--- config.mk ---
export PLATFORM = sky130hd
export DESIGN_NAME = snpu_policy_deck
export DESIGN_NICKNAME = d
export VERILOG_FILES = /design/src/rtl/snpu_policy_deck.sv
export SDC_FILE = /design/constraint.sdc
export NUM_CORES = 1
export LEC_CHECK = 0
export CAP_MARGIN = 10
export CORE_UTILIZATION = 40
export CTS_BUF_LIST = sky130_fd_sc_hd__clkbuf_8
export CTS_CLUSTER_DIAMETER = 60
export DETAILED_ROUTE_END_ITERATION = 10
export PLACE_DENSITY = 0.53
export RECOVER_POWER = 50
export SLEW_MARGIN = 15
export SYNTH_ARGS = -nofsm -noshare
export SYNTH_HDL_FRONTEND = slang
export SYNTH_SLANG_ARGS = --single-unit
--- constraint.sdc ---
create_clock -name clk -period 7.7 [get_ports clk]
set_input_delay 2.31 -clock clk [delete_from_list [all_inputs] [get_ports clk]]
set_output_delay 2.31 -clock clk [all_outputs]
set_load 0.01 [all_outputs]
--- src/rtl/snpu_policy_deck.sv ---
`timescale 1ns/1ps
// snpu_policy_deck: policy deck, discard counts, legislative hand and board tallies, with an LFSR-driven Fisher-Yates shuffle.
// Optional feature macro: SNPU_AUTO_RESHUFFLE_EN (reshuffle automatically when the stack drops below three cards).
module snpu_policy_deck #(
  parameter logic [7:0] LFSR_SEED = 8'hA5
) (
  input  logic       clk,
  input  logic       rst_n,
  input  logic       op_valid,
  input  logic [2:0] op_code,
  input  logic [1:0] op_arg,
  output logic       op_ready,
  output logic       busy,
  output logic       err,
  output logic [2:0] hand,
  output logic [1:0] hand_n,
  output logic [2:0] peek,
  output logic [4:0] stack_n,
  output logic [4:0] disc_n,
  output logic [2:0] board_lib,
  output logic [2:0] board_fas
);

  localparam int unsigned DECK_N = 17;
  localparam int unsigned CNT_W  = 5;
  localparam int unsigned LFSR_W = 8;

  localparam logic [DECK_N-1:0] STACK_INIT = 17'h0_003F;
  localparam logic [CNT_W-1:0]  DECK_CNT   = 5'd17;
  localparam logic [2:0]        LIB_MAX    = 3'd5;
  localparam logic [2:0]        FAS_MAX    = 3'd6;

  localparam logic [2:0] OP_NOP     = 3'd0;
  localparam logic [2:0] OP_RESET   = 3'd1;
  localparam logic [2:0] OP_SHUFFLE = 3'd2;
  localparam logic [2:0] OP_DRAW3   = 3'd3;
  localparam logic [2:0] OP_DISCARD = 3'd4;
  localparam logic [2:0] OP_ENACT   = 3'd5;
  localparam logic [2:0] OP_TOPDECK = 3'd6;

  typedef enum logic [1:0] {
    S_IDLE  = 2'd0,
    S_MERGE = 2'd1,
    S_SWAP  = 2'd2
  } state_t;

  state_t              state_q, state_d;
  logic [DECK_N-1:0]   stack_q, stack_d;
  logic [LFSR_W-1:0]   lfsr_q, lfsr_d;
  logic [CNT_W-1:0]    idx_q, idx_d;
  logic [CNT_W-1:0]    disc_lib_q, disc_lib_d;
  logic [CNT_W-1:0]    stack_n_d, disc_n_d;
  logic [2:0]          hand_d, peek_d, board_lib_d, board_fas_d;
  logic [1:0]          hand_n_d;
  logic                err_d, busy_d;

  logic [CNT_W-1:0]    top_pos, merged_n, swap_j;
  logic [1:0]          hand_lib;
  logic                sel_card, top_card, sel_full, top_full;

  // Mask of the lowest n bits; n never exceeds the deck size here.
  function automatic logic [DECK_N-1:0] low_mask(input logic [CNT_W-1:0] n);
    return DECK_N'((18'd1 << n) - 18'd1);
  endfunction

  // Smallest all-ones value covering i, used to draw a candidate swap index.
  function automatic logic [CNT_W-1:0] span_mask(input logic [CNT_W-1:0] i);
    if (i <= 5'd1)       return 5'd1;
    else if (i <= 5'd3)  return 5'd3;
    else if (i <= 5'd7)  return 5'd7;
    else if (i <= 5'd15) return 5'd15;
    else                 return 5'd31;
  endfunction

  // Fibonacci LFSR for x^8+x^6+x^5+x^4+1.
  function automatic logic [LFSR_W-1:0] lfsr_step(input logic [LFSR_W-1:0] s);
    return {s[6:0], s[7] ^ s[5] ^ s[4] ^ s[3]};
  endfunction

  // Next-state and next-output logic.
  always_comb begin
    state_d     = state_q;
    stack_d     = stack_q;
    lfsr_d      = lfsr_step(lfsr_q);
    idx_d       = idx_q;
    disc_lib_d  = disc_lib_q;
    stack_n_d   = stack_n;
    disc_n_d    = disc_n;
    hand_d      = hand;
    hand_n_d    = hand_n;
    board_lib_d = board_lib;
    board_fas_d = board_fas;
    err_d       = err;

    top_pos  = stack_n - 5'd1;
    merged_n = stack_n + disc_n;
    swap_j   = lfsr_q[4:0] & span_mask(idx_q);
    hand_lib = 2'(hand[0]) + 2'(hand[1]) + 2'(hand[2]);
    sel_card = hand[op_arg];
    top_card = (stack_n != 5'd0) && stack_q[top_pos];
    sel_full = sel_card ? (board_lib == LIB_MAX) : (board_fas == FAS_MAX);
    top_full = top_card ? (board_lib == LIB_MAX) : (board_fas == FAS_MAX);

    case (state_q)
      S_IDLE: begin
        if (op_valid && op_ready) begin
          err_d = 1'b0;
          case (op_code)
            OP_NOP: ;
            OP_RESET: begin
              stack_d     = STACK_INIT;
              stack_n_d   = DECK_CNT;
              hand_d      = 3'b000;
              hand_n_d    = 2'd0;
              disc_n_d    = 5'd0;
              disc_lib_d  = 5'd0;
              board_lib_d = 3'd0;
              board_fas_d = 3'd0;
              idx_d       = 5'd0;
              lfsr_d      = LFSR_SEED;
            end
            OP_SHUFFLE: state_d = S_MERGE;
            OP_DRAW3: begin
              if (hand_n != 2'd0 || stack_n < 5'd3) begin
                err_d = 1'b1;
              end else begin
                hand_d    = {stack_q[top_pos - 5'd2], stack_q[top_pos - 5'd1], stack_q[top_pos]};
                hand_n_d  = 2'd3;
                stack_d   = stack_q & low_mask(stack_n - 5'd3);
                stack_n_d = stack_n - 5'd3;
              end
            end
            OP_DISCARD: begin
              if (op_arg >= hand_n) begin
                err_d = 1'b1;
              end else begin
                disc_n_d   = disc_n + 5'd1;
                disc_lib_d = disc_lib_q + 5'(sel_card);
                hand_n_d   = hand_n - 2'd1;
                case (op_arg)
                  2'd0:    hand_d = {1'b0, hand[2], hand[1]};
                  2'd1:    hand_d = {1'b0, hand[2], hand[0]};
                  default: hand_d = {1'b0, hand[1], hand[0]};
                endcase
              end
            end
            OP_ENACT: begin
              if (op_arg >= hand_n || sel_full) begin
                err_d = 1'b1;
              end else begin
                if (sel_card) board_lib_d = board_lib + 3'd1;
                else          board_fas_d = board_fas + 3'd1;
                disc_n_d   = disc_n + 5'(hand_n) - 5'd1;
                disc_lib_d = disc_lib_q + 5'(hand_lib) - 5'(sel_card);
                hand_d     = 3'b000;
                hand_n_d   = 2'd0;
              end
            end
            OP_TOPDECK: begin
              if (stack_n == 5'd0 || top_full) begin
                err_d = 1'b1;
              end else begin
                if (top_card) board_lib_d = board_lib + 3'd1;
                else          board_fas_d = board_fas + 3'd1;
                stack_d[top_pos] = 1'b0;
                stack_n_d        = stack_n - 5'd1;
              end
            end
            default: err_d = 1'b1;
          endcase
`ifdef SNPU_AUTO_RESHUFFLE_EN
          if (!err_d && stack_n_d < 5'd3 &&
              (op_code == OP_DRAW3 || op_code == OP_ENACT || op_code == OP_TOPDECK)) begin
            state_d = S_MERGE;
          end
`endif
        end
      end
      // Discard lands on top of the stack: liberals first, then fascists.
      S_MERGE: begin
        stack_d    = stack_q | (low_mask(disc_lib_q) << stack_n);
        stack_n_d  = merged_n;
        disc_n_d   = 5'd0;
        disc_lib_d = 5'd0;
        idx_d      = merged_n - 5'd1;
        state_d    = (merged_n <= 5'd1) ? S_IDLE : S_SWAP;
      end
      // One Fisher-Yates step per cycle; out-of-range candidates retry next cycle.
      S_SWAP: begin
        if (swap_j <= idx_q) begin
          stack_d[idx_q]  = stack_q[swap_j];
          stack_d[swap_j] = stack_q[idx_q];
          idx_d           = idx_q - 5'd1;
          if (idx_q == 5'd1) state_d = S_IDLE;
        end
      end
      default: state_d = S_IDLE;
    endcase

    busy_d = (state_d != S_IDLE);
    peek_d = 3'b000;
    if (stack_n_d >= 5'd1) peek_d[0] = stack_d[stack_n_d - 5'd1];
    if (stack_n_d >= 5'd2) peek_d[1] = stack_d[stack_n_d - 5'd2];
    if (stack_n_d >= 5'd3) peek_d[2] = stack_d[stack_n_d - 5'd3];
  end

  // State and output registers.
  always_ff @(posedge clk) begin
    if (!rst_n) begin
      state_q    <= S_IDLE;
      stack_q    <= STACK_INIT;
      lfsr_q     <= LFSR_SEED;
      idx_q      <= 5'd0;
      disc_lib_q <= 5'd0;
      stack_n    <= DECK_CNT;
      disc_n     <= 5'd0;
      hand       <= 3'b000;
      hand_n     <= 2'd0;
      board_lib  <= 3'd0;
      board_fas  <= 3'd0;
      err        <= 1'b0;
      busy       <= 1'b0;
      op_ready   <= 1'b1;
      peek       <= 3'b000;
    end else begin
      state_q    <= state_d;
      stack_q    <= stack_d;
      lfsr_q     <= lfsr_d;
      idx_q      <= idx_d;
      disc_lib_q <= disc_lib_d;
      stack_n    <= stack_n_d;
      disc_n     <= disc_n_d;
      hand       <= hand_d;
      hand_n     <= hand_n_d;
      board_lib  <= board_lib_d;
      board_fas  <= board_fas_d;
      err        <= err_d;
      busy       <= busy_d;
      op_ready   <= ~busy_d;
      peek       <= peek_d;
    end
  end

endmodule

# ---- Yosys cells after proc, flatten, opt, wreduce, memory -nomap -nowiden
# Index checks and enable logic that the tools add are counted.
dict set report word_totals {
  regBits 64
  output_inout_bits 27
  wordCells 227
}
dict set report classes {
  addsub 23
  n_lt_le_gt_ge 23
  eq_ne 29
  shifts 3
  muxes 90
  n_bitwise 9
  reduce_logical 31
}
# op count
set op_table {}
lappend op_table {{17-bit one-hot mux with 3 select lines} 2}
lappend op_table {{5-bit two-way mux} 16}
lappend op_table {{17-bit two-way mux} 4}
lappend op_table {{5-bit one-hot mux with 3 select lines} 4}
lappend op_table {{5-bit by 6-bit less-than comparator with 1-bit output (second input constant)} 8}
lappend op_table {{1-bit binary-select mux with 5-bit select} 8}
lappend op_table {{17-bit bitwise AND} 2}
lappend op_table {{17-bit bitwise mux} 2}
lappend op_table {{1-bit by 5-bit << shifter with 17-bit output (first input constant)} 2}
lappend op_table {{17-bit by 1-bit subtractor with 17-bit output (second input constant)} 2}
lappend op_table {{3-bit two-way mux} 11}
lappend op_table {{5-bit one-hot mux with 2 select lines} 3}
lappend op_table {{5-bit by 1-bit subtractor with 5-bit output (second input constant)} 6}
lappend op_table {{8-bit two-way mux} 3}
lappend op_table {{2-bit inequality test (second input constant)} 12}
lappend op_table {{7-bit AND reduction} 3}
lappend op_table {{5-bit by 1-bit >= comparator with 1-bit output (second input constant)} 4}
lappend op_table {{5-bit by 2-bit subtractor with 5-bit output (second input constant)} 4}
lappend op_table {{1-bit two-way mux} 18}
lappend op_table {{3-bit one-hot mux with 3 select lines} 2}
lappend op_table {{17-bit NOT} 1}
lappend op_table {{17-bit OR} 1}
lappend op_table {{17-bit by 5-bit << shifter with 17-bit output} 1}
lappend op_table {{2-bit two-way mux} 8}
lappend op_table {{other kinds (52)} 81}

# ---- Longest topological paths before layout
# Gate-level depths: netlist of the first run.
dict set report logic_depth {
  depth_word 15
  ltp_mapped 23
  mapped_depth_nobuf 19
}

# ---- Worst setup path after synthesis of the first run
# No wires, ideal clock.
dict set report synth_timing {
  kind {in2reg}
  from {input op_code[0]}
  to {register peek[0]}
  setup_time_ps 116
  t_arrival_ps 5370
  t_required_ps 7584
  setup_slack_ps 2214
  stages 13
  path_buffers 1
  path_cell_list {clkbuf_1 -> nor2b_1 -> nand2_1 -> nor2_1 -> nor4_4 -> and2_1 -> o31ai_2 -> nor2_8 -> ha_1 -> inv_1 -> mux4_2 -> a2bb2o_4 -> a41o_1}
}
dict set report synth_between {
  elab_chain_len 7
}
# element line_no
set synth_lines {}
lappend synth_lines {{from (decl)} 10} ;# input logic [2:0] op_code,
lappend synth_lines {{3-bit equality test, or another cell as far along} 108} ;# case (op_code)
lappend synth_lines {{5-bit one-hot mux with 3 select lines} 108}
lappend synth_lines {{5-bit two-way mux} 106} ;# if (op_valid && op_ready) begin
lappend synth_lines {{5-bit one-hot mux with 2 select lines} 104} ;# case (state_q)
lappend synth_lines {{5-bit by 1-bit subtractor with 5-bit output} 202} ;# if (stack_n_d >= 5'd1) peek_d[0] = stack_d[stack_n_d - 5'd1];
lappend synth_lines {{1-bit binary-select mux with 5-bit select} 202}
lappend synth_lines {{1-bit two-way mux (not written as such)} 202}
lappend synth_lines {{to (signal assigned)} 240} ;# peek <= peek_d;
lappend synth_lines {{to (decl)} 17} ;# output logic [2:0] peek,
# Parallel ways exist; a longest one is shown, timed or not. The select of a mux whose other input is x is not followed.
# A chain may end at the register's enable or synchronous reset.

# ---- Worst setup path after layout of the first run
dict set report layout_timing {
  from {register stack_n[3]}
  to {register peek[0]}
}
dict set report layout_between {
  elab_chain_len 13
}
# element line_no
set layout_lines {}
lappend layout_lines {{from (decl)} 18} ;# output logic [4:0] stack_n,
lappend layout_lines {{from (signal assigned)} 231} ;# stack_n <= stack_n_d;
lappend layout_lines {{5-bit by 1-bit subtractor with 5-bit output} {95, 166}}
lappend layout_lines {{1-bit binary-select mux with 5-bit select, or another cell as far along} 100} ;# top_card = (stack_n != 5'd0) && stack_q[top_pos];
lappend layout_lines {{1-bit two-way mux (not written as such) / 1-bit logical AND (equally long branches)} {100, 165}}
lappend layout_lines {{1-bit logical AND / 1-bit two-way mux (equally long branches)} {100, 165}}
lappend layout_lines {{1-bit two-way mux / 1-bit demux with 5-bit select (equally long branches)} {102, 165}}
lappend layout_lines {{1-bit logical OR / 17-bit NOT (equally long branches)} n/a}
lappend layout_lines {{5-bit two-way mux / 17-bit bitwise AND (equally long branches)} n/a}
lappend layout_lines {{5-bit one-hot mux with 3 select lines / 17-bit two-way mux (equally long branches)} {108, 160}}
lappend layout_lines {{5-bit two-way mux / 17-bit one-hot mux with 3 select lines (equally long branches)} {106, 108}}
lappend layout_lines {{5-bit one-hot mux with 2 select lines / 17-bit two-way mux (equally long branches)} {104, 106}}
lappend layout_lines {{5-bit by 1-bit subtractor with 5-bit output / 17-bit one-hot mux with 3 select lines (equally long branches)} {202, 104}}
lappend layout_lines {{1-bit binary-select mux with 5-bit select} 202}
lappend layout_lines {{1-bit two-way mux (not written as such)} 202}
# Parallel ways exist; a longest one is shown, timed or not. The select of a mux whose other input is x is not followed.

==> impl_results.md, run 1 <==
- Die width: between 150 and 200 um
- Bufs on Longest Clock Path: 2
- Post-DRT Antenna Nets: 0
- Clock root buffer: clkbuf_8
- Largest net degree at the start of global routing: 61
- Count of input and output buffers: 34
- Worst path cell trace: clkbuf_1 -> clkinv_1 -> xnor2_1 -> nand3_1 -> nand3_1 -> nand3_1 -> o211a_1 -> nor3_1 -> and3_4 -> a311oi_1 -> a21boi_4 -> a2bb2o_4 -> a41o_1
- Filler cells: 2,459
- Total gr overflow: 0
- Reg2Reg Depth: 13
- Routability Congestion: 1.03
- Detailed-placement wirelength estimate: roughly 29 mm
- Top-area cell type share of the netlist area: 0.134
- Number of enable flip-flop cells after synthesis: 0
- Yosys warning count: 0
- Vias per Instance: 6.51
- Critical path's most frequent cell: nand3_1
- Synthesized Nets: between 1,000 and 1,500
- Critical Path AT: between 7000 and 8000 ps
- Die ar.: approximately 0.024 sq mm
- Area growth syn-to-layout: 6.57%
- Clk_lat worst skew: approximately 380 ps
- CTS sink count: between 60 and 70
- Vias: just over 10,000
- Fin. Hold Viols: 0
- Number of remaining DRC errors: 0
- Rel. slew slack: -0.403
- Required @ worst endpoint: ~8000 ps
- CORE AREA: ~0.023 sq mm
- Setup violators final: 0
- Routed len/inst: around 24 um
- Final WL: roughly 39 mm
- P_sw: 612 uW
- Hold path depth: 1
- Reg2Reg Setup Slack: between 700 and 800 ps
- CTS tree: yes
- Ys async rst share: 0
- Die Ht: between 150 and 200 um
- CP Class: flip-flop to flip-flop
- Clk network pwr share: 0.232
- Worst-Margin Slew: roughly 2100 ps
- Hold EP: lfsr_q[7]
- Final worst-path cycle share: 0.905
- CTS resizes: 0
- Worst setup EP type: flip-flop
- Syn avg cell area: 7.43 sq um
- Seq pwr share: 0.285
- Mapped Cells: ~1,300
- Leak: ~0.0040 uW
- Pre-Repair DR Iteration Count: 6
- Max-cap violations: 4
- Max Clk Rate: 0.143 GHz
- First-pass GRT wire length: around 60 mm
- Post-synthesis cell type count: roughly 110
- Synth area leaders: dfxtp_1 (13%), ha_1 (8.8%), nand2_1 (5.6%)
- PwrDens: ~130 mW/mm^2
- Post-Syn Area: approximately 0.0095 sq mm
- Worst hold-check path type: flip-flop to flip-flop
- Comb power frac: 0.482
- Worst VDD drop: roughly 96 uV
- Row count: between 50 and 60
- Fin nets: roughly 1,300
- Final Total Pwr: around 1400 uW
- Failing checks: max-capacitance violations, max-slew violations
- Hold_sp: lfsr_q[6]
- Most instantiated library cell after synthesis: nand2_1
- Hold buffer count at CTS: 0
- Crit-path slowest cell: nor3_1
- Ys flop type: dfxtp_1
- Status: finished, violations left
- Startpoint type of the worst setup path: flip-flop
- Skew final: just over 10 ps
- Setup Buffers After CTS: 0
- Post-synth top cells: nand2_1 (142), nor2_1 (130), o21ai_0 (72), ha_1 (67), dfxtp_1 (64)
- Final count of pins violating max slew: 86
- Sequential share of the synthesized area: 0.134
- R2r endpoint: peek[0]
- Seq cells post-synth: between 60 and 70
- Layout cells sized above 1: 0.0786
- Int Power: ~750 uW
- Crit-path max FO: 32
- I/O Pins: 35
- RSZ-0062 raised after global routing: no
- Worst R2R Start: stack_n[3]
- Min cycle time layout: roughly 7000 ps
- H-tree depth: 3
- GR Util All Layers: 0.318
- TritonCTS Buffers: 9
- Vias in the first global route: 9,382
- TNS Setup: 0 ps
- Initial antenna violation count: 1
- Yosys top cell by area: dfxtp_1
- Switching Share: 0.450
- Worst path max stage delay: about 1100 ps
- Register clock-pin slew on the reported worst setup and hold paths: roughly 90 ps
- Initial core utilization: 0.407
- Initial detailed-routing violation count: ~1,300
[critical path: cells and delay by family, from the launching register on]
family | cells | cell delay (ps)
flip-flops | 1 | 310
XOR/XNOR | 1 | 910
buffers and inverters | 2 | 1900
AO/OA/AOI/OAI | 5 | 1170
AND/OR/NAND/NOR | 5 | 2550
[power by group through the flow]
| stage | Sequential [uW] | Combinational (uW) | Clock [uW] |
|---|---|---|---|
| floorplan | 376 | 483 | 0 |
| global placement | 395 | 649 | 0 |
| detailed placement | 394 | 642 | 0 |
| CTS | 386 | 647 | 322 |
| global route | 389 | 706 | 334 |
| finish | 388 | 656 | 316 |
[state kept, by name (all words and copies together) (netlist names), 3 cells and up]
signal      count
board_fas       3
board_lib       3
disc_lib_q      5
disc_n          5
hand            3
idx_q           5
lfsr_q          8
peek            3
stack_n         5
stack_q        17
[logic make-up (layout without fill, tap and decap cells)]
logic type / count (synthesis) / in the layout / synth area share
fa+ha+maj: 71 / 71 / 0.0962
flops: 64 / 64 / 0.134
other cells: 0 / 1 / 0
compound gates: 384 / 384 / 0.282
xor+xnor: 53 / 53 / 0.0502
simple gates: 504 / 504 / 0.263
buf+inv: 148 / 136 / 0.0754
mux: 61 / 61 / 0.0987
[worst max-delay path by stage]
stage,from,to,slack (ps)
floorplan,op_code[0],peek[0],2210
global placement,op_code[2],peek[0],850
detailed placement,op_code[2],peek[0],740
CTS,op_code[2],peek[0],1130
global route,stack_n[3],peek[2],520
finish,stack_n[3],peek[0],730
[cell usage in the layout (no fill, tap or decap), drive strengths merged, types with 35 or more instances in the layout]
cell type  synthesis  layout
o21ai             77      77
ha                67      67
a21oi             63      63
nand2            142     142
dfxtp             64      64
a31oi             35      35
nor2             131     131
inv               61      63
xnor2             35      35
nor3              37      37
nand3             53      53
[through the flow]
stage,worst slack [ps],hold WS [ps],instances,utilization,cell area [sq um]
final,731,427,1593,0.433,10200
after global routing,517,451,1592,0.433,10200
after global placement,853,403,1576,0.426,9990
after CTS,1130,433,1592,0.434,10200
after detailed placement,737,410,1576,0.426,9990
after floorplan,2210,390,1285,-,9550
[final cells by class]
type | count | area (sq um) | area share
well taps | 319 | 399 | 0.0392
diodes | 1 | 2.50 | 0.000246
multi-input cells | 1073 | 7530 | 0.741
clock buffers | 9 | 124 | 0.0122
clock inverters | 7 | 78.8 | 0.00775
inverters | 65 | 262 | 0.0257
repair buffers | 55 | 490 | 0.0482
flip-flops and latches | 64 | 1280 | 0.126
[routing by layer]
metal  up-vias  part of all wire  GRT usage  routed length [um]
met3        77             0.074     0.0449                2860
met4         0             0.031      0.107                1210
met2       497              0.43      0.474               16500
met5         -                 0          0                   0
met1      5020              0.47      0.463               18000
li1       4775                 -          -                   -
No activity file was read; power rests on OpenSTA's default activity.
==> run 2: changes to the inputs <==
--- a/config.mk
+++ b/config.mk
@@ -10,9 +10,10 @@
 export CTS_BUF_LIST = sky130_fd_sc_hd__clkbuf_8
 export CTS_CLUSTER_DIAMETER = 60
 export DETAILED_ROUTE_END_ITERATION = 10
+export GPL_TIMING_DRIVEN = 0
 export PLACE_DENSITY = 0.53
 export RECOVER_POWER = 50
-export SLEW_MARGIN = 15
+export SLEW_MARGIN = 30
 export SYNTH_ARGS = -nofsm -noshare
 export SYNTH_HDL_FRONTEND = slang
 export SYNTH_SLANG_ARGS = --single-unit
==> impl_results.md, run 2 (same netlist as run 1, synthesis figures left out) <==
- Vias: 10,641 (+2.6%)
- Post-DRT Antenna Nets: 0 (unchanged)
- Number of remaining DRC errors: 0 (unchanged)
- Area occupied by multi-input gates: 0.00756 sq mm (+0.33%)
- Commonest non-fill, non-tap cell in the layout: nand2_1
- GR Util All Layers: 0.334 (+0.0164)
- Worst hold-check path type: flip-flop to flip-flop
- Register area: 0.00128 sq mm (about the same)
- Area growth syn-to-layout: 9.87%
- TNS Setup: 0 ps (unchanged)
- Crit-path slowest cell: dfxtp_1
- Total gr overflow: 0 (unchanged)
- M1 GR Usage: 0.482 (+0.0192)
- Routed len/inst: 24.5 um (+1.2%)
- CTS sink count: 64 (unchanged)
- Clock root buffer: clkbuf_8
- Critical Path AT: 7270 ps (+30 ps)
- RSZ-0062 raised after global routing: no
- Max Clk Rate: 0.143 GHz (about the same)
- Biggest regs: stack_q (17), lfsr_q (8)
- Worst path max stage delay: 950 ps (-190 ps)
- Leak: 0.00407 uW (+2.8%)
- Routability Congestion: 0.991 (-3.5%)
- GRT busiest layer: met2
- Worst-Margin Slew: 1030 ps (-1060 ps)
- Worst VDD drop: 92.6 uV (-3.2%)
- Final WL: 40.6 mm (+5.1%)
- Final count of pins violating max slew: 0 (-100%)
- Most frequent cells in the layout: nand2_1 (142), nor2_1 (130), o21ai_0 (72)
- Final Util: 0.447 (+0.0134)
- Largest net degree at the start of global routing: 16 (-74%)
- Die width: 156 um (unchanged)
- Placed inst area: 0.0103 sq mm (+2.9%)
- Die ar.: 0.0245 sq mm (unchanged)
- Initial core utilization: 0.407 (unchanged)
- CTS tree: yes
- Setup crit start: stack_n[1]
- Number of flip-flops in the largest register: 17 (unchanged)
- Clk_lat worst skew: 360 ps (-20 ps)
- Startpoint type of the worst setup path: flip-flop
- Initial detailed-routing violation count: 1,149 (-9.6%)
- Crit-path max FO: 15 (-53%)
- Worst setup EP type: flip-flop
- Critical path's most frequent cell: clkbuf_1
- Pre-Repair DR Iteration Count: 8 (+2)
- CTS resizes: 0 (unchanged)
- CP Class: flip-flop to flip-flop
- Hold buffer count at CTS: 0 (unchanged)
- Fin area: 0.0105 sq mm (+3.1%)
- Vias in the first global route: 9,852 (+5.0%)
- Layout cells sized above 1: 0.0757 (-0.00290)
- Skew final: 11.7 ps (+1.33 ps)
- M2 GR Usage: 0.500 (+0.0253)
- ANT cells: 0 (-1)
- Final worst-path cycle share: 0.905 (about the same)
- Hold_sp: lfsr_q[6]
- Fin nets: 1,409 (+4.6%)
- Dpl ws: 890 ps (+153 ps)
- Count of input and output buffers: 31 (-8.8%)
- CORE AREA: 0.0235 sq mm (unchanged)
- PnR worst setup slack: 728 ps (-2.76 ps)
- TritonCTS Buffers: 9 (unchanged)
- Max-cap violations: 0 (-4)
- Rel. slew slack: 0.311 (+0.714)
- PwrDens: 132 mW/mm^2 (-1.3%)
- First-pass GRT wire length: 61.6 mm (+5.0%)
- Initial antenna violation count: 0 (-1)
- Status: finished clean
- Vias per Instance: 6.43 (-1.2%)
- I/O Pins: 35 (unchanged)
- Most flops, register: stack_q
- Worst path cell trace: inv_1 -> clkbuf_1 -> ha_1 -> buf_6 -> xor2_2 -> inv_2 -> and3_4 -> a31oi_1 -> o311ai_2 -> nand3_1 -> clkbuf_1 -> o21a_1 -> o311a_1 -> clkbuf_1 -> inv_1 -> ha_1 -> nor3_1 -> xnor2_1 -> nor3_1 -> nand2_1 -> a2111oi_0 -> or3_1
- Fin. Hold Viols: 0 (unchanged)
- Die Ht: 156 um (unchanged)
- Detailed-placement wirelength estimate: 31.6 mm (+8.7%)
- Required @ worst endpoint: 8000 ps (+30 ps)
- Row count: 56 (unchanged)
- Min cycle time layout: 6970 ps (+2.76 ps)
- H-tree depth: 3 (unchanged)
- Setup violators final: 0 (unchanged)
- Worst R2R Start: stack_n[1]
- Register clock-pin slew on the reported worst setup and hold paths: 70 ps (-20 ps)
- Filler cells: 2,512 (+2.2%)
- Bufs on Longest Clock Path: 2 (unchanged)
- Setup Buffers After CTS: 0 (unchanged)
- GR Layer Usage met3: 0.0534 (+0.00858)
-- run 2: changes by cell type in the layout (fill, tap and decap cells not counted), sizes merged, moves of 2 or more --
cell	delta
dlygate4sd3	+2
clkdlybuf4s50	-4
buf	-8
clkbuf	+71
-- run 2: stage by stage --
step	total power (uW)	instances	hold WS (ps)
floorplan	859	1285	390
global placement	1070	1635	397
detailed placement	1070	1637	412
CTS	1370	1653	431
global route	1450	1654	448
finish	1380	1654	420
-- run 2: final timing paths --
check	to	depth (start not counted)	slack, ps
min	lfsr_q[7]	1	420
max reg2reg	peek[2]	22	730
max	peek[2]	22	730
min reg2reg	lfsr_q[7]	1	420
-- run 2: layout make-up --
cell class	count	share of cell area
Clock buffer	10	0.0131
Inverter	65	0.0249
Tap cell	319	0.0381
Multi-Input combinational cell	1073	0.721
Buffer	83	0.0437
Sequential cell	64	0.122
Timing Repair Buffer	34	0.0309
Clock inverter	6	0.00644
-- run 2: per-layer routing --
layer	vias up	share of wire
met1	5098	0.45
met4	0	0.035
met3	93	0.090
met5	-	0
met2	569	0.42
li1	4881	-
-- run 2: power by group --
group / total [uW] / switching [uW] / internal [uW]
Combinational: 697 / 434 / 263
Sequential: 380 / 31.3 / 349
Clock: 308 / 148 / 159
-- run 2: worst max-delay path, delay by kind of cell (launching register included) --
family / cells / cell delay [ps]
AO/OA/AOI/OAI: 5 / 1210
XOR/XNOR: 2 / 590
adder cells (fa/ha/maj): 2 / 640
buffers and inverters: 7 / 2240
flip-flops: 1 / 950
AND/OR/NAND/NOR: 6 / 1250
